===== src/rtl/seg7_scan_ctrl_if.sv =====
// seg7_scan_ctrl_if: write-back value in, scanned display lines out
// master: write-back side (drives ResultW/result_valid/blank_lz, reads display lines)
// slave : scan controller (reads write-back inputs, drives an/display/shown_value/frame_done)
interface seg7_scan_ctrl_if;
    logic [31:0] ResultW;
    logic        result_valid;
    logic        blank_lz;
    logic [7:0]  an;
    logic [6:0]  display;
    logic [31:0] shown_value;
    logic        frame_done;
    modport master (
        output ResultW, result_valid, blank_lz,
        input  an, display, shown_value, frame_done
    );
    modport slave (
        input  ResultW, result_valid, blank_lz,
        output an, display, shown_value, frame_done
    );
endinterface


===== src/rtl/seg7_scan_ctrl.sv =====
// seg7_scan_ctrl: tear-free 8-digit hex scan controller for a common-anode 7-segment display
// clk, rst (async, active-high)
// bus.ResultW/result_valid: value captured, committed only at frame boundaries
// bus.blank_lz: leading-zero blanking enable
// bus.an (active-low anodes), bus.display (a..g, bit6=a), bus.shown_value, bus.frame_done
module seg7_scan_ctrl #(
    parameter int DIGITS         = 8,
    parameter int PRESCALE       = 100000,
    parameter bit SEG_ACTIVE_LOW = 1
) (
    input logic              clk,
    input logic              rst,
    seg7_scan_ctrl_if.slave  bus
);
    localparam int CW = PRESCALE > 1 ? $clog2(PRESCALE) : 1;
    localparam logic [6:0] OFF = SEG_ACTIVE_LOW ? 7'h7F : 7'h00;
    localparam logic [31:0] MASK = DIGITS == 8 ? 32'hFFFF_FFFF : (32'h1 << (4 * DIGITS)) - 32'h1;
    localparam logic [6:0] SEG [16] = '{7'h7E, 7'h30, 7'h6D, 7'h79, 7'h33, 7'h5B, 7'h5F, 7'h70,
                                        7'h7F, 7'h73, 7'h77, 7'h1F, 7'h4E, 7'h3D, 7'h4F, 7'h47};

    logic [CW-1:0] cnt_q, cnt_d;
    logic [2:0]    idx_q, idx_d;
    logic [31:0]   pend_val_q, pend_val_d, shown_q, shown_d;
    logic          pend_q, pend_d, done_q, done_d;
    logic [7:0]    an_q, an_d;
    logic [6:0]    disp_q, disp_d;
    logic          tick, wrap, bnd, blank;
    logic [4:0]    shift;
    logic [6:0]    seg;

    always_comb begin
        tick       = cnt_q == CW'(PRESCALE - 1);
        wrap       = idx_q == 3'(DIGITS - 1);
        bnd        = tick && wrap;
        shift      = {idx_q, 2'b00};
        // blank when this nibble and every more-significant displayed nibble are zero
        blank      = bus.blank_lz && idx_q != 3'd0 && ((shown_q & MASK) >> shift) == 32'h0;
        seg        = SEG[shown_q[shift +: 4]];
        cnt_d      = tick ? '0 : cnt_q + CW'(1);
        idx_d      = tick ? (wrap ? 3'd0 : idx_q + 3'd1) : idx_q;
        // a valid on the boundary cycle re-arms pending after the old value commits
        pend_val_d = bus.result_valid ? bus.ResultW : pend_val_q;
        pend_d     = bus.result_valid ? 1'b1 : (bnd ? 1'b0 : pend_q);
        shown_d    = bnd && pend_q ? pend_val_q : shown_q;
        done_d     = bnd;
        an_d       = blank ? 8'hFF : ~(8'h01 << idx_q);
        disp_d     = blank ? OFF : (SEG_ACTIVE_LOW ? ~seg : seg);
    end

    always_ff @(posedge clk or posedge rst) begin
        if (rst) begin
            cnt_q      <= '0;
            idx_q      <= 3'd0;
            pend_val_q <= 32'h0;
            pend_q     <= 1'b0;
            shown_q    <= 32'h0;
            done_q     <= 1'b0;
            an_q       <= 8'hFF;
            disp_q     <= OFF;
        end else begin
            cnt_q      <= cnt_d;
            idx_q      <= idx_d;
            pend_val_q <= pend_val_d;
            pend_q     <= pend_d;
            shown_q    <= shown_d;
            done_q     <= done_d;
            an_q       <= an_d;
            disp_q     <= disp_d;
        end
    end

    assign bus.an          = an_q;
    assign bus.display     = disp_q;
    assign bus.shown_value = shown_q;
    assign bus.frame_done  = done_q;
endmodule


===== src/flat_wrapper.sv =====
// flat-port wrapper written by rule: the top's interface ports become plain ports
module seg7_scan_ctrl_flat 
#(
    parameter int DIGITS         = 8,
    parameter int PRESCALE       = 100000,
    parameter bit SEG_ACTIVE_LOW = 1
)
  (clk, rst, bus_ResultW, bus_result_valid, bus_blank_lz, bus_an, bus_display, bus_shown_value, bus_frame_done);
  seg7_scan_ctrl_if bus_i ();
  input logic clk;
  input logic rst;
  input wire logic [$bits(bus_i.ResultW)-1:0] bus_ResultW;
  input wire logic [$bits(bus_i.result_valid)-1:0] bus_result_valid;
  input wire logic [$bits(bus_i.blank_lz)-1:0] bus_blank_lz;
  output wire logic [$bits(bus_i.an)-1:0] bus_an;
  output wire logic [$bits(bus_i.display)-1:0] bus_display;
  output wire logic [$bits(bus_i.shown_value)-1:0] bus_shown_value;
  output wire logic [$bits(bus_i.frame_done)-1:0] bus_frame_done;
  assign bus_i.ResultW = bus_ResultW;
  assign bus_i.result_valid = bus_result_valid;
  assign bus_i.blank_lz = bus_blank_lz;
  assign bus_an = bus_i.an;
  assign bus_display = bus_i.display;
  assign bus_shown_value = bus_i.shown_value;
  assign bus_frame_done = bus_i.frame_done;
  seg7_scan_ctrl #(.DIGITS(DIGITS), .PRESCALE(PRESCALE), .SEG_ACTIVE_LOW(SEG_ACTIVE_LOW)) u_core (.clk(clk), .rst(rst), .bus(bus_i));
endmodule

===== config.mk =====
export PLATFORM = sky130hd
export DESIGN_NAME = seg7_scan_ctrl_flat
export DESIGN_NICKNAME = d
export VERILOG_FILES = /design/src/rtl/seg7_scan_ctrl_if.sv /design/src/rtl/seg7_scan_ctrl.sv /design/src/flat_wrapper.sv
export SDC_FILE = /design/constraint.sdc
export NUM_CORES = 1
export LEC_CHECK = 0
export CORE_MARGIN = 3
export CORE_UTILIZATION = 57
export DETAILED_ROUTE_END_ITERATION = 7
export GPL_TIMING_DRIVEN = 0
export PLACE_DENSITY = 0.89
export SETUP_SLACK_MARGIN = 0.3
export SLEW_MARGIN = 15
export SYNTH_ARGS = -nofsm -noshare
export SYNTH_HDL_FRONTEND = slang
export SYNTH_SLANG_ARGS = --single-unit

===== constraint.sdc =====
create_clock -name clk -period 5.3 [get_ports clk]
set_clock_uncertainty 0.2 [all_clocks]
set_input_delay 0.53 -clock clk [delete_from_list [all_inputs] [get_ports clk]]
set_output_delay 0.53 -clock clk [all_outputs]
set_load 0.05 [all_outputs]

Yosys cells after proc, flatten, opt, wreduce, memory -nomap -nowiden
Memory sizes are Yosys's and may differ from the RTL's.
Cells that the tools add are included.
{"block": "totals", "register_bits": 101, "n_memories": 1, "output_inout_bits": 48, "word_cells": 35, "input_bits": 36, "mem_bits_ro": 112}
{"memory": "(name not given)", "words": 16, "word_bits": 7, "read_ports": 1, "rd_clocked_by_memory_dff": 0, "write_ports": 0, "line": "seg7_scan_ctrl.sv:38", "source": "seg = SEG[shown_q[shift +: 4]];"}
{"block": "classes", "n_mux": 8, "n_reduce_logical": 7, "bitwise_logic": 3, "shifts": 3, "order_cmp": 1, "n_addsub": 2, "n_eq_ne": 2}
{"operator": "32-bit logical NOT", "n": 1}
{"operator": "32-bit by 6-bit variable part select with 4-bit output", "n": 1}
{"operator": "32-bit by 5-bit right shift with 32-bit output", "n": 1}
{"operator": "7-bit two-way mux", "n": 3}
{"operator": "17-bit by 1-bit adder with 17-bit output (second input constant)", "n": 1}
{"operator": "17-bit == test (second input constant)", "n": 1}
{"operator": "17-bit two-way mux", "n": 1}
{"operator": "8-bit two-way mux", "n": 1}
{"operator": "8-bit NOT", "n": 1}
{"operator": "1-bit by 3-bit << shifter with 8-bit output (first input constant)", "n": 1}
{"operator": "7-bit NOT", "n": 1}
{"operator": "5-bit greater-or-equal comparator (second input constant)", "n": 1}
{"operator": "4-bit NOT with 5-bit output", "n": 1}
{"operator": "1-bit logical AND", "n": 4}
{"operator": "3-bit by 1-bit adder with 3-bit output (second input constant)", "n": 1}
{"operator": "3-bit == test (second input constant)", "n": 1}
{"operator": "3-bit two-way mux", "n": 1}
{"operator": "3-bit nonzero test", "n": 1}
{"operator": "1-bit two-way mux", "n": 2}
{"operator": "2-bit nonzero test", "n": 1}

Logic depth before layout (Yosys ltp)
Gate-level depths: netlist (run 1).
{"block": "logic_depth", "ltp_word": 7, "ltp_mapped": 11, "mapped_depth_nobuf": 9}

Worst setup path after synthesis (run 1)
OpenSTA, ideal clock, no wires.
{"block": "synth_timing", "path_kind": "register to register", "start": "register u_core.idx_q[1]", "end": "register u_core.disp_q[3] (netlist: u_core.bus.display[3])", "path_stages_with_launch": 11, "setup_slack_ns": 2.481, "synth_period_minus_slack_ns": 2.819, "path_buffers": 2, "required_ns": 5.019, "setup_time_ns": 0.081, "t_arrival_ns": 2.538, "path_cell_list": "dfrtp_1 -> buf_6 -> clkbuf_1 -> mux4_2 -> mux2i_1 -> ha_1 -> nand3_1 -> a211oi_1 -> and4_2 -> o22ai_4 -> o2111ai_2"}
{"block": "synth_via", "elab_chain_len": 7, "word_cells_on_any_way": 12, "cone_classes": "shift (2); mux (3); bitwise (2); reduce/logical (4); memory (1)"}
{"element": "start: declaration", "line": "seg7_scan_ctrl.sv:22", "source": "logic [2:0] idx_q, idx_d;"}
{"element": "start signal: assignment", "line": "seg7_scan_ctrl.sv:62", "source": "idx_q <= idx_d;"}
{"element": "32-bit by 6-bit variable part select with 4-bit output", "line": "seg7_scan_ctrl.sv:38"}
{"element": "4-bit NOT with 5-bit output (not written as such)", "line": "seg7_scan_ctrl.sv:38"}
{"element": "memory read 16 x 7 bit"}
{"element": "7-bit two-way mux (not written as such) (2 in series)", "line": "seg7_scan_ctrl.sv:38"}
{"element": "7-bit NOT", "line": "seg7_scan_ctrl.sv:47", "source": "disp_d = blank ? OFF : (SEG_ACTIVE_LOW ? ~seg : seg);"}
{"element": "7-bit two-way mux *", "line": "seg7_scan_ctrl.sv:47"}
{"element": "named net u_core.disp_d[3]", "line": "seg7_scan_ctrl.sv:26", "source": "logic [6:0] disp_q, disp_d;"}
{"element": "end signal: assignment", "line": "seg7_scan_ctrl.sv:68", "source": "disp_q <= disp_d;"}
{"element": "end: declaration", "line": "seg7_scan_ctrl.sv:26"}
Mark *: on every way through the listed nets, which the timed path passes. The rest lies on a longest branch. The select of a mux whose other input is x is not followed.
A chain may end at the register's enable or synchronous reset.

Final worst setup path (run 1)
Same ends and word-level chain as after synthesis.

==> out/qor.csv, run 1 <==
stage,metric,value,unit
detailed_routing,WL final,10000,µm
finish,final instance area,5980,µm²
logic_synthesis,Synth Area in Simple Gates,0.116,
timing,normalized max-slew margin,0.598,
critical_path,worst r2r dst,u_core.bus.display[3],
clocking,CTS H-tree depth,3,
critical_path,Critical Path AT,3510,ps
logic_synthesis,Post-Synth Adder-Cell Area,0.0312,
clocking,Clock Sinks,101,
global_route,Global Route Usage Sum,0.222,
detailed_routing,wire per inst,17.8,µm
critical_path,Reg2Reg Setup Slack,1870,ps
logic_synthesis,Netlist cell types,48,
power,maximum VDD drop,0.136,mV
logic_synthesis,Synth top area share,0.447,
timing,final hold violation count,0,
timing,fmax,292,MHz
power,NetSw,0.324,mW
logic_synthesis,syn_nets,409,
global_route,vias in the first global route,3360,
power,clock share of power,0.350,
logic_synthesis,post-synthesis async set-or-reset flop share,1.00,
die,CORE AREA,7970,µm²
global_route,GRT overflow,0,
die,num rows,32,
clocking,CTS resizes,0,
place,gpl congestion,0.913,
critical_path,Worst Path Max Fanout,10,
finish,Layout area overhead,24.3,%
flow_run,maxcap violations,0,
logic_synthesis,sequential fraction of the synthesis area,0.529,
outcome,outcome,finished clean,
place,Detail Placement HPWL,7450,µm
finish,"commonest non-fill, non-tap cells in the layout","86 x dfrtp_1, 82 x clkdlybuf4s50_1, 35 x mux2_2, 32 x mux2_4, 23 x nand2_1",
clocking,CTS root buf,clkbuf_8,
global_route,initial antenna violation count,0,
clocking,Num CTS Buffers,9,
logic_synthesis,Post-synth EDFFs,0,
timing,# setup viols final,0,
clocking,# Post-CTS Setup Buffers,0,
detailed_routing,via count,3201,
clocking,Clock Path Buffers,2,
global_route,largest net degree at the start of global routing,64,
place,PortBufs,82,
logic_synthesis,biggest area consumer among synthesized cells,dfrtp_1,
die,num ports,84,
critical_path,CP endpoint kind,flop,
detailed_routing,post-DR vias/cell,5.70,
critical_path,CP Launch Type,flop,
logic_synthesis,Synth Register Bits,101,
finish,"commonest non-fill, non-tap cell in the layout",dfrtp_1,
timing,Sum Neg Setup Slack,0,ps
die,die area,9580,µm²
finish,Final #Nets,503,
power,Internal,1.03,mW
clocking,clk_lat worst skew,370,ps
timing,Pins Over Slew Limit,0,
critical_path,reg2reg start,u_core.idx_q[1],
power,Reg power frac,0.594,
logic_synthesis,ranking of synthesized cells by area,"dfrtp_1 45%, mux2_4 10%, dfstp_2 8.2%, mux2_2 8.2%, ha_1 3.1%",
power,Power Dens Cells,227,nW/µm²
clocking,CTS tree,done,
power,Sw Ratio,0.239,
logic_synthesis,Synth Area in Compound Gates,0.0455,
die,Die W,97.9,µm
critical_path,Crit Path Class,reg2reg,
clocking,clk slew on worst S/H paths,100,ps
finish,layout cells sized above 1,0.261,
power,Lkg Pwr,2.70,nW
clocking,cts hold-fix bufs,0,
detailed_routing,Detail Route Antenna Nets,0,
global_route,first-pass GRT wire length,17000,µm
timing,fin crit period,3430,ps
logic_synthesis,"Top FF cell, synth",dfrtp_1,
detailed_routing,drt initial violations,151,
worst_hold_path,Hold/Removal Path Class,reg2reg,
timing,RSZ-0062 raised after global routing,false,
logic_synthesis,largest family of logic cells by synthesized area,multiplexers,
critical_path,Critical Path Start,u_core.idx_q[1],
detailed_routing,TritonRoute pass-1 iters,4,
finish,ANT cells,0,
critical_path,worst-case reg-to-reg path depth,10,
power,power share of the combinational group,0.056,
timing,Worst Tran Pin Value,603,ps
timing,Tcrit/Tclk final,0.647,
die,Initial Utilization,0.604,
logic_synthesis,Post-Syn Area,4810,µm²
logic_synthesis,Post-Synthesis Cells,361,
logic_synthesis,multiplexer share of the synthesized area,0.228,
logic_synthesis,syn_area_per_cell,13.3,µm²
logic_synthesis,xor and xnor area share after synthesis,0.0255,
place,Placed Area,5790,µm²
critical_path,worst setup path end,u_core.bus.display[3],
detailed_routing,DRC,0,
critical_path,Worst EP required,5390,ps
logic_synthesis,Syn. warnings,0,
die,DIE HEIGHT,97.9,µm
synth_stat cells (2+ instances only):
cell type  instances
dfrtp_1           86
mux2_2            35
mux2_4            32
nand2_1           23
nor2_1            18
dfstp_2           15
nand3_1           13
ha_1              12
nor3_1            11
inv_1              9
nand4_1            9
xor2_1             8
a21oi_1            7
clkbuf_1           7
o21ai_0            6
xnor2_1            6
a22oi_1            5
mux4_2             5
nor4_1             5
a211oi_1           4
buf_6              4
and2_1             3
and3_1             3
mux2i_1            3
mux4_1             3
nor2b_1            3
buf_2              2
nand2b_1           2
nand4b_1           2
or3_1              2
cells by family (layout without fill, tap and decap cells):
logic type               after synthesis  count (layout)
AND/OR/NAND/NOR                      103             103
XOR/XNOR                              14              14
adder cells (fa/ha/maj)               12              12
multiplexers                          78              78
buffers and inverters                 23             122
flip-flops                           101             101
AO/OA/AOI/OAI                         30              30
power groups by stage:
stage	registers, mW	logic [mW]	clock network [mW]
after global placement	0.821	0.0717	0
after global routing	0.811	0.0839	0.520
after CTS	0.808	0.0779	0.489
after detailed placement	0.823	0.0778	0
after floorplan	0.818	0.0415	0
final	0.807	0.0759	0.476
flip-flops by register name, summed over array words and instances, names as in the netlist:
register	flops
u_core.bus.an	8
u_core.bus.display	7
u_core.bus.frame_done	1
u_core.bus.shown_value	32
u_core.cnt_q	17
u_core.idx_q	3
u_core.pend_q	1
u_core.pend_val_q	32
critical path, stage by stage, from the launching register on:
cell and delay [ps]:
dfrtp_1 530, buf_6 200, clkbuf_1 330, mux4_2 370, mux2i_1 460, ha_1 270
nand3_1 110, a211oi_1 310, and4_2 330, o22ai_4 120, o2111ai_2 100
final cells by class:
type	count	area [µm²]
plain buffers	13	81.3
clock buffers	10	138
clock inverters	6	52.6
fillers	514	1990
inverters	10	40.0
multi-input cells	237	2150
flip-flops and latches	101	2550
well taps	102	128
repair buffers	83	848
worst min path at each step:
stage | startpoint | to | slack (ps) | cells past startpoint
after floorplan | u_core.cnt_q[4] | u_core.cnt_q[4] | 240 | 1
after global placement | u_core.cnt_q[4] | u_core.cnt_q[4] | 250 | 1
after detailed placement | u_core.cnt_q[4] | u_core.cnt_q[4] | 260 | 1
after CTS | u_core.cnt_q[4] | u_core.cnt_q[4] | 280 | 1
after global routing | u_core.cnt_q[4] | u_core.cnt_q[4] | 310 | 1
final | u_core.cnt_q[4] | u_core.cnt_q[4] | 280 | 1
through the flow:
step | util | setup slack [ps] | instances | power, mW | hold slack, ps
after CTS | 0.751 | 1920 | 562 | 1.37 | 279
final | 0.751 | 1870 | 562 | 1.36 | 275
after floorplan | - | 1950 | 361 | 0.860 | 238
after detailed placement | 0.727 | 2000 | 546 | 0.901 | 261
after global routing | 0.751 | 1570 | 562 | 1.41 | 305
after global placement | 0.723 | 738 | 545 | 0.893 | 254
routing by layer:
layer / global-route usage / wire length, µm / vias to the layer above
met1: 0.289 / 4300 / 1615
met5: 0 / 0 / -
met2: 0.366 / 5110 / 79
met4: 0.0724 / 136 / 0
met3: 0.0571 / 456 / 12
li1: - / - / 1495
(Power assumes the default switching activity.)
==> inputs of run 2 (changes only) <==
CORE_UTILIZATION = 48   (was 57)
PLACE_DENSITY = 0.81   (was 0.89)
clock period = 3.1 ns   (was 5.3 ns; I/O delays follow)
==> run 2 against run 1 <==
Against the previous run: clock power rose by 64%; sequential power grew 71%; final cell count up 6.6%; non-clock buffer count up 9; flip-flop and latch count unchanged; via count grew 3.2%; worst setup slack got worse by 1500 ps; fmax increased by 26%; critical path depth decreased by 1; die area up 18%; global-route usage shrank 3.3 points; design area up 2.9%; largest power group unchanged.
==> out/qor.csv, run 2 (same netlist as run 1, synthesis figures left out) <==
stage,metric,value,unit
outcome,outcome,finished clean,
detailed_routing,drt initial violations,219,
die,Initial Utilization,0.506,
power,Reg power frac,0.601,
power,Power Dens Cells,373,nW/µm²
critical_path,CP max stage cell,mux4_2,
power,Sw Ratio,0.241,
power,Internal,1.74,mW
critical_path,crit-path cells,buf_6 -> mux4_2 -> mux2i_4 -> buf_4 -> inv_1 -> ha_1 -> mux2_2 -> a22oi_1 -> nand3_1,
clocking,Clock Path Buffers,2,
place,pre-CTS setup slack,-75.3,ps
finish,Util after Layout,0.648,
critical_path,CP endpoint kind,flop,
timing,fmax,367,MHz
critical_path,CP Launch Type,flop,
critical_path,Crit path max-delay family,multiplexers,
clocking,CTS tree,done,
clocking,Clock Sinks,101,
clocking,clk_lat worst skew,370,ps
timing,normalized max-slew margin,0.505,
place,Detail Placement HPWL,7640,µm
critical_path,worst-case reg-to-reg path depth,9,
clocking,Num CTS Buffers,9,
detailed_routing,wire per inst,17.5,µm
critical_path,worst r2r dst,u_core.bus.display[6],
critical_path,Crit Path Class,reg2reg,
timing,final hold violation count,0,
clocking,cts hold-fix bufs,0,
global_route,GRT overflow,0,
global_route,initial antenna violation count,0,
power,maximum VDD drop,0.228,mV
detailed_routing,TritonRoute pass-1 iters,4,
finish,"commonest non-fill, non-tap cell in the layout",dfrtp_1,
place,PortBufs,82,
finish,Final #Nets,513,
power,Lkg Pwr,2.74,nW
die,Die W,106,µm
timing,final worst slack,375,ps
critical_path,Worst Path Max Fanout,6,
critical_path,reg2reg start,u_core.idx_q[0],
finish,ANT cells,0,
power,NetSw,0.554,mW
critical_path,CP bufs+invs,3,
critical_path,max incr delay on CP,560,ps
timing,RSZ-0062 raised after global routing,false,
finish,fillcell total,712,
worst_hold_path,Hold/Removal Path Class,in2async,
finish,layout cells sized above 1,0.296,
finish,area of the multi-input gates,2220,µm²
detailed_routing,post-DR vias/cell,5.51,
finish,Layout area overhead,28.0,%
global_route,first-pass GRT wire length,17000,µm
power,clock share of power,0.341,
flow_run,maxcap violations,0,
die,num rows,35,
finish,Register Area,2550,µm²
clocking,CTS H-tree depth,3,
timing,fin crit period,2730,ps
detailed_routing,via count,3302,
die,die area,11300,µm²
global_route,Global Route Usage Sum,0.189,
place,gpl congestion,0.910,
timing,# setup viols final,0,
die,num ports,84,
critical_path,Worst EP required,3180,ps
detailed_routing,Detail Route Antenna Nets,0,
clocking,clk slew on worst S/H paths,100,ps
global_route,vias in the first global route,3335,
detailed_routing,WL final,10500,µm
critical_path,Critical Path AT,2810,ps
critical_path,Reg2Reg Setup Slack,370,ps
timing,Pins Over Slew Limit,0,
timing,Tcrit/Tclk final,0.879,
detailed_routing,DRC,0,
die,DIE HEIGHT,106,µm
power,total design power,2.30,mW
clocking,CTS root buf,clkbuf_8,
finish,"commonest non-fill, non-tap cells in the layout","85 x dfrtp_1, 82 x clkdlybuf4s50_1, 35 x mux2_2, 32 x mux2_4, 23 x nand2_1",
power,power share of the combinational group,0.058,
global_route,largest net degree at the start of global routing,37,
die,CORE AREA,9500,µm²
timing,Worst Tran Pin Value,741,ps
## run 2: cell count changes in the layout (fill, tap and decap cells not counted), moves of 2 or more
| cell | previous run | this run |
|---|---|---|
| buf_4 | 0 | 7 |
| buf_12 | 0 | 2 |
| nand3_1 | 13 | 11 |
| and4_4 | 0 | 2 |
## run 2: timing repair
action / CTS / global route
pin swaps: 0 / 4
resized for setup: 6 / 11
setup endpoints to repair: 14 / 12
gates cloned: 0 / 2
buffers inserted: 1 / 6
## run 2: worst max-delay path by stage
stage / endpoint / cells past startpoint / start / slack (ps)
detailed placement: u_core.bus.display[3] / 10 / u_core.idx_q[1] / -80
finish: u_core.bus.display[6] / 9 / u_core.idx_q[0] / 370
global route: u_core.bus.display[6] / 9 / u_core.idx_q[0] / 260
CTS: u_core.bus.display[3] / 10 / u_core.idx_q[0] / 330
global placement: u_core.bus.display[3] / 10 / u_core.idx_q[1] / 9
floorplan: u_core.bus.display[3] / 10 / u_core.idx_q[1] / 360
## run 2: area by class of cell
cell class / instances / area share
clock inverters: 7 / 0.00894
inverters: 10 / 0.00671
plain buffers: 13 / 0.0144
flip-flops and latches: 101 / 0.414
repair buffers: 92 / 0.149
multi-input cells: 238 / 0.361
clock buffers: 9 / 0.0201
well taps: 129 / 0.0262
## run 2: power by group through the flow
stage / sequential (mW) / combinational, mW / clock (mW)
after floorplan: 1.40 / 0.0713 / 0
final: 1.38 / 0.133 / 0.783
after global routing: 1.39 / 0.146 / 0.844
after detailed placement: 1.41 / 0.136 / 0
after global placement: 1.40 / 0.125 / 0
after CTS: 1.38 / 0.136 / 0.791
## run 2: routing by layer
metal | share of wire | vias to the layer above | track usage | routed length [µm]
met5 | 0 | - | 0 | 0
met3 | 0.060 | 23 | 0.0455 | 626
met2 | 0.50 | 123 | 0.310 | 5200
met4 | 0.021 | 0 | 0.0685 | 215
met1 | 0.42 | 1631 | 0.244 | 4410
li1 | - | 1525 | - | -
## run 2: metrics by stage
step	TNS [ps]	hold WS (ps)	instances	instance area, µm²
3_3_place_gp	0	253	572	5800
4_1_cts	0	221	591	6050
3_5_place_dp	-609	260	574	5840
5_1_grt	0	225	599	6160
6_report	0	198	599	6160
2_1_floorplan	0	238	361	4820
## run 2: worst reg2reg max path, stage by stage (launching register included)
cell	delay (ps)
dfrtp_1	440
buf_6	160
mux4_2	560
mux2i_4	220
buf_4	180
inv_1	60
ha_1	250
mux2_2	290
a22oi_1	160
nand3_1	110
